**config.mk**
```make
export PLATFORM = sky130hd
export DESIGN_NAME = ahblite_busmatrix_outputstage_nport
export DESIGN_NICKNAME = d
export VERILOG_FILES = /design/src/rtl/ahblite_busmatrix_outputstage_nport.sv
export SDC_FILE = /design/constraint.sdc
export NUM_CORES = 1
export LEC_CHECK = 0
export CAP_MARGIN = 0
export CORE_AREA = 2 2 125 127
export DETAILED_ROUTE_END_ITERATION = 8
export DIE_AREA = 0 0 127 129
export PLACE_DENSITY_LB_ADDON = 0.3
export SETUP_SLACK_MARGIN = 0.3
export SLEW_MARGIN = 20
export SYNTH_ARGS = -nofsm -noshare
export SYNTH_HDL_FRONTEND = slang
export SYNTH_SLANG_ARGS = --single-unit
```
**constraint.sdc**
```tcl
create_clock -name HCLK -period 4.6 [get_ports HCLK]
set_input_delay 0.92 -clock HCLK [delete_from_list [all_inputs] [get_ports HCLK]]
set_output_delay 0.92 -clock HCLK [all_outputs]
set_load 0.1 [all_outputs]
```
**src/rtl/ahblite_busmatrix_outputstage_nport.sv**
```systemverilog
// AHB-Lite bus-matrix output stage: arbitrates N input stages onto one slave port.
// Optional OUTPUTSTAGE_RR_EN selects round-robin arbitration (default: fixed priority, lowest index).
module ahblite_busmatrix_outputstage_nport #(
    parameter int unsigned NUM_PORTS = 3,
    parameter int unsigned ADDR_W    = 32,
    parameter int unsigned DATA_W    = 32
) (
    input  logic                          HCLK,
    input  logic                          HRESET,
    input  logic [NUM_PORTS-1:0]          HSEL_IN,
    input  logic [NUM_PORTS*ADDR_W-1:0]   HADDR_IN,
    input  logic [NUM_PORTS*2-1:0]        HTRANS_IN,
    input  logic [NUM_PORTS-1:0]          HWRITE_IN,
    input  logic [NUM_PORTS*3-1:0]        HSIZE_IN,
    input  logic [NUM_PORTS*3-1:0]        HBURST_IN,
    input  logic [NUM_PORTS*4-1:0]        HPROT_IN,
    input  logic [NUM_PORTS*DATA_W-1:0]   HWDATA_IN,
    input  logic [NUM_PORTS-1:0]          TRANS_HOLD_IN,
    input  logic                          HREADYOUT,
    output logic [NUM_PORTS-1:0]          ACTIVE,
    output logic                          HSEL,
    output logic [ADDR_W-1:0]             HADDR,
    output logic [1:0]                    HTRANS,
    output logic                          HWRITE,
    output logic [2:0]                    HSIZE,
    output logic [2:0]                    HBURST,
    output logic [3:0]                    HPROT,
    output logic                          HREADY,
    output logic [DATA_W-1:0]             HWDATA
);

    localparam int unsigned OWN_W = (NUM_PORTS > 1) ? $clog2(NUM_PORTS) : 1;
    localparam int unsigned NSLOT = 1 << OWN_W;

    logic               r_owner_vld;
    logic [OWN_W-1:0]   r_owner;
    logic [OWN_W-1:0]   r_last;
    logic               r_data_vld;
    logic [OWN_W-1:0]   r_data_port;

    logic [NSLOT-1:0]   w_req;
    logic [NSLOT-1:0]   w_sel;
    logic [ADDR_W-1:0]  w_addr  [NSLOT];
    logic [1:0]         w_trans [NSLOT];
    logic [NSLOT-1:0]   w_write;
    logic [2:0]         w_size  [NSLOT];
    logic [2:0]         w_burst [NSLOT];
    logic [3:0]         w_prot  [NSLOT];
    logic [DATA_W-1:0]  w_wdata [NSLOT];

    logic               w_lock;
    logic               w_found;
    logic [OWN_W-1:0]   w_pick;

    // Unpack flat per-port buses into power-of-two slots; unused slots never request.
    for (genvar g = 0; g < NSLOT; g++) begin : g_slot
        if (g < NUM_PORTS) begin : g_port
            assign w_req[g]   = HSEL_IN[g] & TRANS_HOLD_IN[g];
            assign w_sel[g]   = HSEL_IN[g];
            assign w_addr[g]  = HADDR_IN[g*ADDR_W +: ADDR_W];
            assign w_trans[g] = HTRANS_IN[g*2 +: 2];
            assign w_write[g] = HWRITE_IN[g];
            assign w_size[g]  = HSIZE_IN[g*3 +: 3];
            assign w_burst[g] = HBURST_IN[g*3 +: 3];
            assign w_prot[g]  = HPROT_IN[g*4 +: 4];
            assign w_wdata[g] = HWDATA_IN[g*DATA_W +: DATA_W];
        end else begin : g_pad
            assign w_req[g]   = 1'b0;
            assign w_sel[g]   = 1'b0;
            assign w_addr[g]  = '0;
            assign w_trans[g] = '0;
            assign w_write[g] = 1'b0;
            assign w_size[g]  = '0;
            assign w_burst[g] = '0;
            assign w_prot[g]  = '0;
            assign w_wdata[g] = '0;
        end
    end

    // Address/control mux from the current address-phase owner.
    always_comb begin
        HSEL   = 1'b0;
        HADDR  = '0;
        HTRANS = 2'b00;
        HWRITE = 1'b0;
        HSIZE  = 3'b000;
        HBURST = 3'b000;
        HPROT  = 4'b0000;
        if (r_owner_vld) begin
            HSEL   = w_sel[r_owner];
            HADDR  = w_addr[r_owner];
            HTRANS = w_trans[r_owner];
            HWRITE = w_write[r_owner];
            HSIZE  = w_size[r_owner];
            HBURST = w_burst[r_owner];
            HPROT  = w_prot[r_owner];
        end
    end

    always_comb begin
        ACTIVE = '0;
        for (int unsigned i = 0; i < NUM_PORTS; i++) begin
            ACTIVE[i] = r_owner_vld & (r_owner == OWN_W'(i));
        end
    end

    assign HREADY = r_data_vld ? HREADYOUT : 1'b1;
    assign HWDATA = r_data_vld ? w_wdata[r_data_port] : '0;

    // A live burst keeps its grant while the owner still requests.
    assign w_lock = r_owner_vld & w_req[r_owner] & (HBURST != 3'b000) & (HTRANS != 2'b00);

    always_comb begin
        w_found = 1'b0;
        w_pick  = '0;
`ifdef OUTPUTSTAGE_RR_EN
        for (int unsigned k = 1; k <= NUM_PORTS; k++) begin
            int unsigned idx;
            idx = (32'(r_last) + k) % NUM_PORTS;
            if (!w_found && w_req[OWN_W'(idx)]) begin
                w_found = 1'b1;
                w_pick  = OWN_W'(idx);
            end
        end
`else
        for (int unsigned k = 0; k < NUM_PORTS; k++) begin
            if (!w_found && w_req[k]) begin
                w_found = 1'b1;
                w_pick  = OWN_W'(k);
            end
        end
`endif
    end

    // Owner and data-phase tracking; everything freezes while HREADY is low.
    always_ff @(posedge HCLK) begin
        if (HRESET) begin
            r_owner_vld <= 1'b0;
            r_owner     <= '0;
            r_last      <= OWN_W'(NUM_PORTS - 1);
            r_data_vld  <= 1'b0;
            r_data_port <= '0;
        end else if (HREADY) begin
            if (!w_lock) begin
                r_owner_vld <= w_found;
                if (w_found) begin
                    r_owner <= w_pick;
                    r_last  <= w_pick;
                end
            end
            r_data_vld  <= HSEL & HTRANS[1];
            r_data_port <= r_owner;
        end
    end

endmodule
```
==> results summary, run 1 <==
The run finished with clean final reports. The congestion estimate from routability-driven global placement came to 0.7973. The maximum VDD drop came out at approximately 0.096 mV. For the worst-skew pair, the clock arrives at the later sink with an insertion delay of between 0.2 and 0.25 ns. The number of top-level pins is ~320. The CTS buffer count came out at 3. The fraction of final layout cells sized beyond drive strength 1 came out at 0.1504. The count of final max-slew check failures is 0. The synthesis-to-layout area growth is 126.6%. Measured against its own limit, the worst slew margin works out to 0.2861. Dividing the detail-routed wire length by the instance count gives about 16 µm. The maximum clock frequency came out at around 0.3 GHz.

The first global-routing pass estimated 19710 µm of wire. The startpoint type of the worst setup path is a flip-flop. The die is approximately 130 µm wide.

Counting flops with an async set or reset pin after synthesis yields a share of 0. The synthesized netlist occupies a cell area of about 2500 µm². The number of violations reported at the end of detailed-routing iteration 0 came out at between 80 and 90. The cell count after synthesis is ~390. The global-route usage over all layers is 0.1510.

The commonest cells after synthesis are 80 x nand2_1, 79 x and2_1, 78 x mux2i_1. The count of final hold-check violations is 0. The total of max-cap violations came out at 0. After routing the design area is roughly 5700 µm². The TritonCTS clock tree is built. Dividing the final minimum period by the clock period gives 0.7228. The maximum fanout encountered on the critical timing path came out at 56. The core area came out at approximately 15000 µm².

The number of synthesized register bits came out at 6. The floorplan die height came out at 129 µm. The highest cell delay on the worst timing path came out at 0.59 ns.

The dominant register cell in the synthesized netlist is dfxtp_1. The total via count after detailed routing is ~3800. The count of endpoints failing setup in the final report is 0.

The minimum clock period is ~3.3 ns. The final worst slack came out at approximately 1.3 ns. The netlist uses 28 different library cells. The share of synthesized area in the top cell type comes to 0.3103. The number of buffers and inverters on the critical path is 2.

The cell at the slowest stage of the critical path is dfxtp_4. The post-cts gate resize count came out at 0. At the pin with the least slew margin, the transition time is roughly 1.1 ns.

The number of iterations in the first detailed-routing pass came out at 4. The net total in the final layout is roughly 930. The number of enable-type register cells in the synthesized netlist is 0. The leakage power total is 2.114 nW. The number of antenna-violating nets in the routed design came out at 0. Traced cell by cell, the critical path runs through nor2b_4 > buf_4 > o2bb2ai_1 > and2_1 > buf_4. The post-synthesis sequential area ratio is 0.04774. The clock tree root buffer cell is clkbuf_16. Of all cell types, the one taking the most synthesized area is mux2i_1.

STA puts the critical path data required time at roughly 3.7 ns. The worst min-delay path category is reg -> reg. Setup repair after global routing left no endpoint under its margin. The largest net degree at the start of global routing is 57. Summing all placed instances gives a cell area of about 5600 µm². In this design, the critical path's most frequently occurring cell is buf_4.

The wire-length estimate of the detail-placed layout is 11030 µm. Clock tree synthesis found a total of 6 sinks. The antenna diode count is 0.

The final wirelength is 13590 µm. For the worst setup path, the data arrival time is ~2.4 ns. Prior to clock tree synthesis, the placed netlist has a worst setup slack of 1.181 ns.

The final core utilization is 0.3806. The worst setup path is captured at an output pin. The clock tree buffer depth came out at 2. The cell row count is 45.

The initial cell density of the core came out at 0.1680. The maximum level of the CTS H-tree is 1. After clock tree synthesis, the flow added hold-fix buffers numbering 0. The kind of critical path is reg -> out. The clock-pin slew on the worst setup and hold paths came out at around 0.040 ns. In this run the tool buffered the top-level ports with between 300 and 400 buffer cells. The count of synthesis-stage warnings from yosys came out at 0.

The number of antenna violations at the first check in global routing was 0. The number of nets in the synthesized netlist came out at between 600 and 700. Grouping stages by cell kind, the critical path spends the most delay in simple AND/OR/NAND/NOR gates. By instance count, the leading cell after synthesis is nand2_1. The die covers approximately 16000 µm².

The total overflow left after global routing is 0. Sorting the synthesized cells by area gives the leading types as mux2i_1 31%, and2_1 20%, o21ai_0 15%. The post-route total power came out at between 0.9 and 1 mW. The total power divided by cell area is 158.8 nW/µm². The count of buffers added by post-CTS timing repair for setup is 0. The number of global-route vias before repair came out at slightly below 4000. The remaining design rule violation count came out at 0. The worst clock skew on the final layout came out at between 0.001 and 0.0015 ns. On the final layout, the worst hold slack is ~0.7 ns. The number of placed instances with taps included is between 800 and 900.

The number of non-filler instances in the completed layout is approximately 870. The vias per cell is between 4 and 5. Adding up every negative setup slack in the final design gives 0 ns. The average size of a mapped cell is 6.419 µm².
-- tightest hold or removal path, stage by stage (launching register included) --
cell and delay, ns:
dfxtp_1 0.29, buf_4 0.22, nand2_1 0.09, a21oi_1 0.05
-- state kept, by name, summed over array words and instances, names as in the netlist --
signal	count
r_data_port	2
r_owner_vld	1
r_owner	2
r_data_vld	1
-- cells in the final DEF (no fill, tap or decap), types with 2 or more instances in the layout --
master | synthesis | layout
o21ai_0 | 74 | 74
o21ai_1 | 3 | 3
o2bb2ai_1 | 2 | 2
buf_4 | 3 | 87
o31ai_1 | 2 | 2
dfxtp_2 | 0 | 2
nand2b_1 | 2 | 2
and2_1 | 79 | 79
nor2_1 | 4 | 4
nand2_1 | 80 | 80
a21oi_1 | 6 | 6
nor2b_1 | 4 | 2
clkbuf_16 | 0 | 3
mux2i_1 | 78 | 78
dfxtp_1 | 6 | 3
clkdlybuf4s50_1 | 0 | 239
o31ai_2 | 2 | 2
nand3b_1 | 3 | 3
-- power breakdown --
group | leakage (nW) | internal (mW) | switching [mW]
combinational | 2.03 | 0.293 | 0.388
sequential | 0.0507 | 0.0549 | 0.0221
clock | 0.0382 | 0.115 | 0.0320
-- routing by layer --
layer | GRT usage | share of wire | vias up
met5 | 0 | 0 | -
met4 | 0.03878 | 0.018 | 0
met3 | 0.04699 | 0.10 | 16
met2 | 0.3039 | 0.52 | 216
met1 | 0.1488 | 0.36 | 1700
li1 | - | - | 1915
-- final timing paths --
check,slack [ns],startpoint,cells after the start,endpoint
setup reg to reg,2.15,r_owner[1],6,r_owner[1]
setup / recovery,1.27,r_owner[1],5,HBURST[2]
hold reg to reg,0.70,r_data_port[0],3,r_data_port[0]
hold / removal,0.70,r_data_port[0],3,r_data_port[0]
-- final cells by class --
type | count | area, µm²
fillers | 1555 | 9276
well taps | 188 | 235.2
inverters | 2 | 7.507
repair buffers | 326 | 3045
multi-input cells | 347 | 2207
flip-flops and latches | 6 | 126.4
clock buffers | 4 | 78.83
-- logic make-up (layout without fill, tap and decap cells) --
| kind of cell | Yosys count | in the layout | share of synthesized area |
|---|---|---|---|
| flops | 6 | 6 | 0.04774 |
| buf+inv | 39 | 332 | 0.07906 |
| simple gates | 177 | 177 | 0.3605 |
| compound gates | 92 | 92 | 0.2024 |
| mux | 78 | 78 | 0.3103 |
Power figures use the tool's default switching activity.
==> run 2, diff against run 1 <==
Settings changed: CORE_AREA 2 2 125 127 to 2 2 126 128, DIE_AREA 0 0 127 129 to 0 0 128 130.
Clock period 4.6 ns to 2.7 ns, I/O delays scaled along.
==> results summary, run 2 (synthesis results as in run 1) <==
The worst clock skew on the final layout is around 0.00085 ns. The count of final max-slew check failures came out at 0. The routed design could run at a clock period as short as 2.328 ns. The tree is rooted in a clkbuf_16. The number of fill cells in the layout is 1500.

TritonCTS created 3 clock buffers. The depth of the critical timing path with buffers and inverters included came out at 5. The signal on the critical path passes through clkdlybuf4s50_1 > mux2i_1 > o21ai_0 > and2_1 > buf_12. The die is around 130 µm tall. No sink is reached through more buffers than the 2 on the longest clock path. Dividing the final minimum period by the clock period gives 0.8624. The total of max-cap violations is 0. The category of the worst setup path capture point is an output pin.

Pin placement for this block handled about 320 I/O pins. In the final layout, the share of cells above drive strength 1 is 0.1582. The number of global-route vias before repair came to between 3000 and 4000.

The arrival time of the worst setup path came out at approximately 1.8 ns. The worst slew margin relative to its limit is 0.6263. Of the total power, the share spent switching nets is 0.4532. The largest registers in the layout are r_data_port: 2 flops, r_owner: 2 flops.

The core area came out at ~15000 µm². The placer congestion estimate is between 0.8 and 0.9. The count of final hold-check violations is 0. The slew at the pin with the worst max-slew slack came out at about 0.56 ns. Dividing the detail-routed wire length by the instance count gives 15.70 µm. The final worst slack is between 0.3 and 0.4 ns.

The floorplan step defined a die boundary enclosing between 15000 and 20000 µm². The launch point of the critical path is HSEL_IN[2]. At the worst endpoint, the required time is 2.16 ns. The final core utilization came out at 0.4414.

The largest individual stage delay along the critical path comes from the cell clkdlybuf4s50_1. The highest cell delay on the worst timing path is roughly 0.48 ns. OpenSTA, run right after detailed placement, puts the worst setup slack at about 0.39 ns. The startpoint of the most critical register-to-register path is r_owner[0].

The clock reaches the later pin of the worst-skew pair after approximately 0.22 ns. The sequential cell area came out at 122.6 µm². The number of antenna violations at the first check in global routing is 0. The slack of the worst reg-to-reg path came out at 0.77 ns. The synthesis-to-layout area growth is 170.6%.

The net total in the final layout came out at 931. The maximum level of the CTS H-tree came out at 1. The placed instances occupy a cell area of 6729 µm². Across every metal layer, demand over resource in global routing totals 0.1510. The number of buffers and inverters on the critical path is 2.

In this run the remaining antenna-violating nets after routing total 0. The total power divided by cell area came out at 253.1 nW/µm². The switching power came out at 0.7810 mW.

The post-route total power is roughly 1.7 mW. Port buffering added about 320 buffers. For the final routed database, the setup TNS stands at 0 ns.

For this design, the sink count on the clock tree is 6. The maximum clock frequency is between 0.4 and 0.5 GHz. The endpoint identified for the worst register-to-register timing path is r_owner[0]. For this design the static power due to leakage is between 2 and 2.5 nW. Entering global routing, the biggest net connects 56 pins. The worst setup path is launched from a primary input. For this run, the detailed router's first-pass iteration total came to 5. The cell row count is between 40 and 50.

The share of total power dissipated in sequential elements is 0.057. The floorplan die width is around 130 µm. Of the total power, combinational logic draws 0.807. The flow ran to the end, and the final reports show no timing, DRC or antenna violations. The final route contains slightly below 4000 vias. Setup violations remaining at the end of the flow were counted as 0. The count of buffers added by post-CTS timing repair for setup is 0.

The antenna diode count is 0. Among cell families on the critical path, the largest total delay comes from buffers and inverters. The clock-pin slew on the worst setup and hold paths is about 0.03 ns. The maximum VDD drop is approximately 0.13 mV. The routed design has ~14000 µm of wire. The library cell used most frequently in the layout, excluding fill and tap cells, is clkdlybuf4s50_1. The internal power of the cells came out at 0.9425 mW.

Setup repair after global routing left no endpoint under its margin. The min-delay analysis places its worst path in the category reg -> reg. The total grt overflow is 0. In the layout the commonest cells are 239 x clkdlybuf4s50_1, 85 x buf_12, 80 x nand2_1.

For this configuration, the core starts out at a cell density of 0.1631. The vias per cell is 4.409. The number of violations reported at the end of detailed-routing iteration 0 is between 70 and 80.

The share of total power in the clock network came out at 0.136. The area of the multi-input gates is between 2000 and 2500 µm². For this run, design rule violations remaining after detail routing come to 0.

The first-pass GRT wire length is around 20000 µm. After routing the design area is 6809 µm². The capturing element of the worst setup path is HSEL. Buffers inserted to repair hold after CTS numbered 0. The count of cells along the worst register-to-register path is 6. TritonCTS built the clock tree. Detailed placement ended at an HPWL of 11710 µm. The kind of critical path is in -> out.

The maximum fanout encountered on the critical timing path came out at 2.
## run 2: repair_timing
item,in CTS,in global routing
hold endpoints to repair,0,0
gates resized for setup,1,0
endpoints found under the setup margin,19,0
## run 2: per-layer routing
metal	share of wire	up-vias	track usage
li1	-	1924	-
met1	0.35	1740	0.1543
met2	0.53	208	0.3023
met3	0.11	12	0.05084
met4	0.012	0	0.02262
met5	0	-	0
## run 2: layout make-up
| class | count | area share |
|---|---|---|
| flip-flops and latches | 6 | 0.01801 |
| repair buffers | 331 | 0.6090 |
| well taps | 192 | 0.03528 |
| inverters | 2 | 0.001103 |
| clock buffers | 3 | 0.01103 |
| multi-input cells | 347 | 0.3256 |
## run 2: worst register-to-register path, cell delays in order, from the launching register on
cell and delay, ns:
dfxtp_1 0.32, buf_4 0.45, nand2b_1 0.35, o21ai_2 0.13, a21oi_1 0.28, o31ai_1 0.14, o2bb2ai_1 0.14
## run 2: worst min-delay path by stage
| stage | cells past startpoint | start | to |
|---|---|---|---|
| floorplan | 1 | HRESET | r_data_port[0] |
| global placement | 3 | r_data_port[1] | r_data_port[1] |
| detailed placement | 3 | r_data_port[1] | r_data_port[1] |
| CTS | 3 | r_data_port[1] | r_data_port[1] |
| global route | 3 | r_data_port[1] | r_data_port[1] |
| finish | 3 | r_data_port[1] | r_data_port[1] |
## run 2: power groups by stage
| stage | registers (mW) | logic, mW | clock network, mW |
|---|---|---|---|
| floorplan | 0.0986 | 0.695 | 0 |
| global placement | 0.0985 | 1.39 | 0 |
| detailed placement | 0.0987 | 1.40 | 0 |
| CTS | 0.0978 | 1.40 | 0.240 |
| global route | 0.0983 | 1.46 | 0.248 |
| finish | 0.0978 | 1.39 | 0.235 |
## run 2: metrics by stage
stage               std cells  hold slack, ns
floorplan                 392          0.6091
global placement          878          0.6864
detailed placement        878          0.6961
CTS                       881          0.7126
global route              881          0.7350
finish                    881          0.6968
